`src/rtl/red_pitaya_pfd_pkg.sv`:
```
// Shared constants and types for the PFD / quadrature integrator.
// Holds mode encodings, quadrature state encodings and the default widths.
package red_pitaya_pfd_pkg;

    localparam int OUTW_DEF = 14;
    localparam int ISR_DEF  = 0;

    localparam logic MODE_EDGE = 1'b0;
    localparam logic MODE_QUAD = 1'b1;

    typedef enum logic [1:0] {
        QST_0 = 2'd0,
        QST_1 = 2'd1,
        QST_2 = 2'd2,
        QST_3 = 2'd3
    } qstate_e;

    // Gray-code level pair {I,Q} to position around the quadrature cycle.
    function automatic qstate_e quad_state(input logic i, input logic q);
        qstate_e st;
        case ({i, q})
            2'b00:   st = QST_0;
            2'b10:   st = QST_1;
            2'b11:   st = QST_2;
            default: st = QST_3;
        endcase
        return st;
    endfunction

endpackage

```
`src/rtl/red_pitaya_pfd_step.sv`:
```
// Combinational step decoder for the PFD integrator.
// Turns edge flags or a quadrature state pair into -1/0/+1 and an illegal flag.
module red_pitaya_pfd_step
    import red_pitaya_pfd_pkg::*;
(
    input  logic              mode_i,
    input  logic              cur1_i,
    input  logic              cur2_i,
    input  logic              prv1_i,
    input  logic              prv2_i,
    input  logic              e1_i,
    input  logic              e2_i,
    output logic signed [1:0] step_o,
    output logic              illegal_o
);

    logic [1:0] cur_st;
    logic [1:0] prv_st;
    logic [1:0] diff;

    // Select edge-difference or quadrature-direction decoding
    always_comb begin
        step_o    = 2'sd0;
        illegal_o = 1'b0;
        cur_st    = quad_state(cur1_i, cur2_i);
        prv_st    = quad_state(prv1_i, prv2_i);
        diff      = cur_st - prv_st;
        if (mode_i == MODE_EDGE) begin
            case ({e1_i, e2_i})
                2'b10:   step_o = 2'sd1;
                2'b01:   step_o = -2'sd1;
                default: step_o = 2'sd0;
            endcase
        end else begin
            case (diff)
                2'd1:    step_o = 2'sd1;
                2'd3:    step_o = -2'sd1;
                2'd2:    illegal_o = 1'b1;
                default: step_o = 2'sd0;
            endcase
        end
    end

endmodule

```
`src/rtl/red_pitaya_pfd_integrator.sv`:
```
// Saturating PFD / quadrature up-down integrator.
// Define PFD_INPUT_SYNC_EN to add a 2-flop input synchroniser.
module red_pitaya_pfd_integrator
    import red_pitaya_pfd_pkg::*;
#(
    parameter int OUTW = OUTW_DEF,
    parameter int ISR  = ISR_DEF
) (
    input  logic                   clk_i,
    input  logic                   rstn_i,
    input  logic                   s1,
    input  logic                   s2,
    input  logic                   mode_i,
    input  logic                   clear_i,
    output logic signed [OUTW-1:0] integral_o,
    output logic                   sat_o,
    output logic                   err_o
);

    localparam int AW = OUTW + ISR;
    localparam logic signed [AW-1:0] ACC_MAX = {1'b0, {(AW-1){1'b1}}};
    localparam logic signed [AW-1:0] ACC_MIN = {1'b1, {(AW-1){1'b0}}};
    localparam logic signed [AW-1:0] ACC_ONE = AW'(1);

    logic in1;
    logic in2;

`ifdef PFD_INPUT_SYNC_EN
    localparam int VW = 4;

    logic [1:0] sy1_q, sy1_d;
    logic [1:0] sy2_q, sy2_d;

    assign sy1_d = {sy1_q[0], s1};
    assign sy2_d = {sy2_q[0], s2};

    // Two-flop synchroniser ahead of the sample registers
    always_ff @(posedge clk_i or negedge rstn_i) begin
        if (!rstn_i) begin
            sy1_q <= '0;
            sy2_q <= '0;
        end else begin
            sy1_q <= sy1_d;
            sy2_q <= sy2_d;
        end
    end

    assign in1 = sy1_q[1];
    assign in2 = sy2_q[1];
`else
    localparam int VW = 2;

    assign in1 = s1;
    assign in2 = s2;
`endif

    logic                 s1_q, s2_q;
    logic                 l1_q, l2_q;
    logic                 mode_q;
    logic [VW-1:0]        vld_q, vld_d;
    logic signed [AW-1:0] acc_q, acc_d;
    logic                 sat_q, sat_d;
    logic                 err_q, err_d;

    logic                 e1, e2;
    logic                 evt_en;
    logic                 mode_chg;
    logic signed [1:0]    step;
    logic                 illegal;

    assign e1       = s1_q & ~l1_q;
    assign e2       = s2_q & ~l2_q;
    assign evt_en   = vld_q[VW-1];
    assign mode_chg = (mode_q != mode_i);
    assign vld_d    = {vld_q[VW-2:0], 1'b1};

    red_pitaya_pfd_step u_step (
        .mode_i    (mode_q),
        .cur1_i    (s1_q),
        .cur2_i    (s2_q),
        .prv1_i    (l1_q),
        .prv2_i    (l2_q),
        .e1_i      (e1),
        .e2_i      (e2),
        .step_o    (step),
        .illegal_o (illegal)
    );

    // Sample pipeline; valid chain blocks events until history is real
    always_ff @(posedge clk_i or negedge rstn_i) begin
        if (!rstn_i) begin
            s1_q   <= 1'b0;
            s2_q   <= 1'b0;
            l1_q   <= 1'b0;
            l2_q   <= 1'b0;
            mode_q <= MODE_EDGE;
            vld_q  <= '0;
        end else begin
            s1_q   <= in1;
            s2_q   <= in2;
            l1_q   <= s1_q;
            l2_q   <= s2_q;
            mode_q <= mode_i;
            vld_q  <= vld_d;
        end
    end

    // Clear > mode change > saturating count step
    always_comb begin
        acc_d = acc_q;
        err_d = 1'b0;
        if (clear_i) begin
            acc_d = '0;
        end else if (mode_chg) begin
            acc_d = '0;
        end else if (evt_en) begin
            err_d = illegal;
            if (step == 2'sd1 && acc_q != ACC_MAX) begin
                acc_d = acc_q + ACC_ONE;
            end else if (step == -2'sd1 && acc_q != ACC_MIN) begin
                acc_d = acc_q - ACC_ONE;
            end
        end
        sat_d = (acc_d == ACC_MAX) || (acc_d == ACC_MIN);
    end

    // Accumulator and status flags
    always_ff @(posedge clk_i or negedge rstn_i) begin
        if (!rstn_i) begin
            acc_q <= '0;
            sat_q <= 1'b0;
            err_q <= 1'b0;
        end else begin
            acc_q <= acc_d;
            sat_q <= sat_d;
            err_q <= err_d;
        end
    end

    assign integral_o = acc_q[AW-1:ISR];
    assign sat_o      = sat_q;
    assign err_o      = err_q;

endmodule
```
`config.mk`:
```
export PLATFORM = sky130hd
export DESIGN_NAME = red_pitaya_pfd_integrator
export DESIGN_NICKNAME = d
export VERILOG_FILES = /design/src/rtl/red_pitaya_pfd_pkg.sv /design/src/rtl/red_pitaya_pfd_step.sv /design/src/rtl/red_pitaya_pfd_integrator.sv
export SDC_FILE = /design/constraint.sdc
export NUM_CORES = 1
export LEC_CHECK = 0
export BUFFER_PORTS_ARGS = -buffer_cell sky130_fd_sc_hd__buf_2
export CORE_AREA = 5 5 58 73
export DETAILED_ROUTE_END_ITERATION = 7
export DIE_AREA = 0 0 63 78
export PLACE_DENSITY = 0.73
export RECOVER_POWER = 50
export SYNTH_ARGS = -nofsm -noshare
export SYNTH_HDL_FRONTEND = slang
export SYNTH_SLANG_ARGS = --single-unit
```
`constraint.sdc`:
```
create_clock -name clk_i -period 3.6 [get_ports clk_i]
set_clock_uncertainty 0.2 [all_clocks]
set_input_delay 0.36 -clock clk_i [delete_from_list [all_inputs] [get_ports clk_i]]
set_output_delay 0.36 -clock clk_i [all_outputs]
set_load 0.005 [all_outputs]
```
==> reports/metrics.cfg <==
[global_routing]
grt_util_met2_pct = 28.0
grt_max_degree = 24
grt_pass1_vias = 1489
busiest_layer = met2
met3_usage_pct = 2.02
met1_usage_pct = 25.7
grt_pass1_wl_um = 7360
overflow = 0
antenna_found_initial = 0
grt_util_all_layers_pct = 18.3

[critical_path]
startpoint_type = flop
reg2reg_from = s2_q
cp.arrival_ns = 3.46
critPathRequiredTime_ns = 3.59
r2r_slack_ns = 0.13
worst-r2r-cell-count = 11
worstSetupPathType = reg -> reg
endpoint_kind = flop
rr_endpoint = sat_o
path_max_fanout = 6

[cts]
htreeDepth = 1
cts_tree = yes
cts_buffers = 3
clk_path_buf_depth = 2
cts_root_buf = clkbuf_8
path_clk_slew_ns = 0.08
cts_sinks = 23
clock_latency_ns = 0.27

[synthesis]
synthFlopType = dfrtp_1
synth_nets = 199
syn_area_um2 = 1710
netlist_instances = 185
ys_ff_latch = 23
ys_top_cells_by_area = dfrtp_1 34%, ha_1 5.9%, xnor2_1 5.6%, nor2_1 4.0%, mux2i_1 2.9%
synth_warnings = 0
postSynthAreaPerCell_um2 = 9.23
synth_cell_types = 53
synth-edff-count = 0
synth_top_area_share_pct = 33.7
async_reset_ff_share_pct = 100
ys_seq_area_share_pct = 33.7
synth.largest_area_cell = dfrtp_1

[status]
outcome = finished clean

[final_layout]
synthToLayoutAreaGrowth_pct = 22.1
fin_nets = 236
antennaDiodeCount = 0
drive_gt1_share_pct = 27.1

[die]
dieArea_um2 = 4910
core_um2 = 3450
ios = 22
die_w_um = 63
die_h_um = 78
rows = 24
initial_core_util_pct = 49.4

[detailed_routing]
drc = 0
vias_per_cell = 6.07
dr.pass1.iters = 4
ant_nets = 0
wl_per_cell_um = 17.3
vias = 1579
wl_um = 4500
first_iter_violations = 168

[worst_hold_path]
min_to = s2_q
hp-start = s2
whs_path_depth = 1
hp-class = in -> reg

[timing]
hold_viol_final = 0
hold_ws_ns = 0.00628
setup_violations = 0
max_slew_margin_pct = 19.7
tightestPinTransition_ns = 1.20
post-route-period-util_pct = 96.3
fmaxAchievable_mhz = 288
rsz0062_at_grt = false
slew_viol_final = 0
fin_crit_ns = 3.47
setup_tns_ns = 0

[pwr]
leakagePower_nw = 0.959
ir_worst_vdd_uv = 256
p_per_area_nw_per_um2 = 354
total_power_mw = 0.739

[placed_design]
io_buffers = 21
dp_hpwl_um = 3290
gp_congestion = 0.894

[flow_run]
drv_cap = 0

[power breakdown]
group / internal (mW) / switching, mW / total [mW] / leakage [nW]
combinational: 0.135 / 0.154 / 0.289 / 0.633
sequential: 0.270 / 0.0207 / 0.291 / 0.304
clock: 0.0790 / 0.0799 / 0.159 / 0.0228
total: 0.485 / 0.254 / 0.739 / 0.959
[cells in the mapped netlist (5+ instances only)]
master and instances:
nor2_1 18, xnor2_1 11, nor4_1 5, a21oi_1 7
nand2_1 11, nor3_1 7, inv_1 10, dfrtp_1 23
ha_1 8, mux2i_1 5, nand3_1 9
[layout by cell type (no fill, tap or decap), drive strengths merged, types with 8 or more instances in the layout]
| cell type | instances |
|---|---|
| buf | 34 |
| dfrtp | 23 |
| ha | 8 |
| inv | 10 |
| nand2 | 12 |
| nand3 | 9 |
| nor2 | 19 |
| xnor2 | 11 |
[kinds of logic after synthesis]
| kind of cell | share of synthesized area, % |
|---|---|
| other | 0.220 |
| flip-flops | 33.7 |
| XOR/XNOR | 9.09 |
| buffers and inverters | 4.55 |
| AND/OR/NAND/NOR | 31.3 |
| multiplexers | 5.06 |
| adder cells (fa/ha/maj) | 5.87 |
| AO/OA/AOI/OAI | 10.2 |
[layer usage]
metal / share of wire [%] / wire length, µm / vias up
met5: 0 / 0 / -
met4: 2.3 / 105 / 0
met3: 4.7 / 211 / 10
met2: 48 / 2160 / 57
met1: 45 / 2030 / 768
li1: - / - / 744
[worst max-delay path by stage]
stage | from | end | slack (ns) | cells after the start
after global placement | s1_q | sat_o | 0.07 | 12
after CTS | s1_q | sat_o | 0.001 | 12
after floorplan | s1_q | sat_o | 0.21 | 11
after detailed placement | s1_q | sat_o | 0.06 | 12
final | s2_q | sat_o | 0.13 | 11
after global routing | s1_q | sat_o | 0.005 | 12
[sequential cells by signal, indices dropped and copies added (netlist names)]
register / flops
l1_q: 1
s1_q: 1
err_o: 1
vld_q: 2
l2_q: 1
mode_q: 1
integral_o: 14
sat_o: 1
s2_q: 1
[metrics by stage]
step	cell area [µm²]	util [%]	setup WS [ns]	std cells
6_report	2080	60.4	0.131	260
5_1_grt	2080	60.4	0.00514	260
4_1_cts	1940	56.3	0.00143	253
3_5_place_dp	1890	54.7	0.0555	248
3_3_place_gp	1890	54.7	0.0672	248
2_1_floorplan	1710	-	0.214	185
[what timing repair did]
item | CTS | global route
gates resized for setup | 0 | 15
endpoints found under the hold margin | 23 | 0
endpoints found under the setup margin | 0 | 1
hold buffers | 1 | 0
buffers inserted | 0 | 7
[worst max-delay path, cell delays in order, from the launching register on]
cell and delay (ns):
dfrtp_1 0.43, ha_1 0.33, ha_4 0.17, xnor3_2 0.26, o22ai_4 0.12, buf_4 0.17, or4_1 0.54, a21oi_2 0.17
xnor2_1 0.08, nand2b_1 0.18, or4_1 0.55, o22ai_1 0.20
[layout make-up]
cell class	instances	area [µm²]
tap	39	48.8
multi-input combinational	146	1140
timing repair buffer	38	233
inverter	10	37.5
clock buffer	4	45.0
sequential	23	576
fill	300	1370
Power figures use the tool's default switching activity.
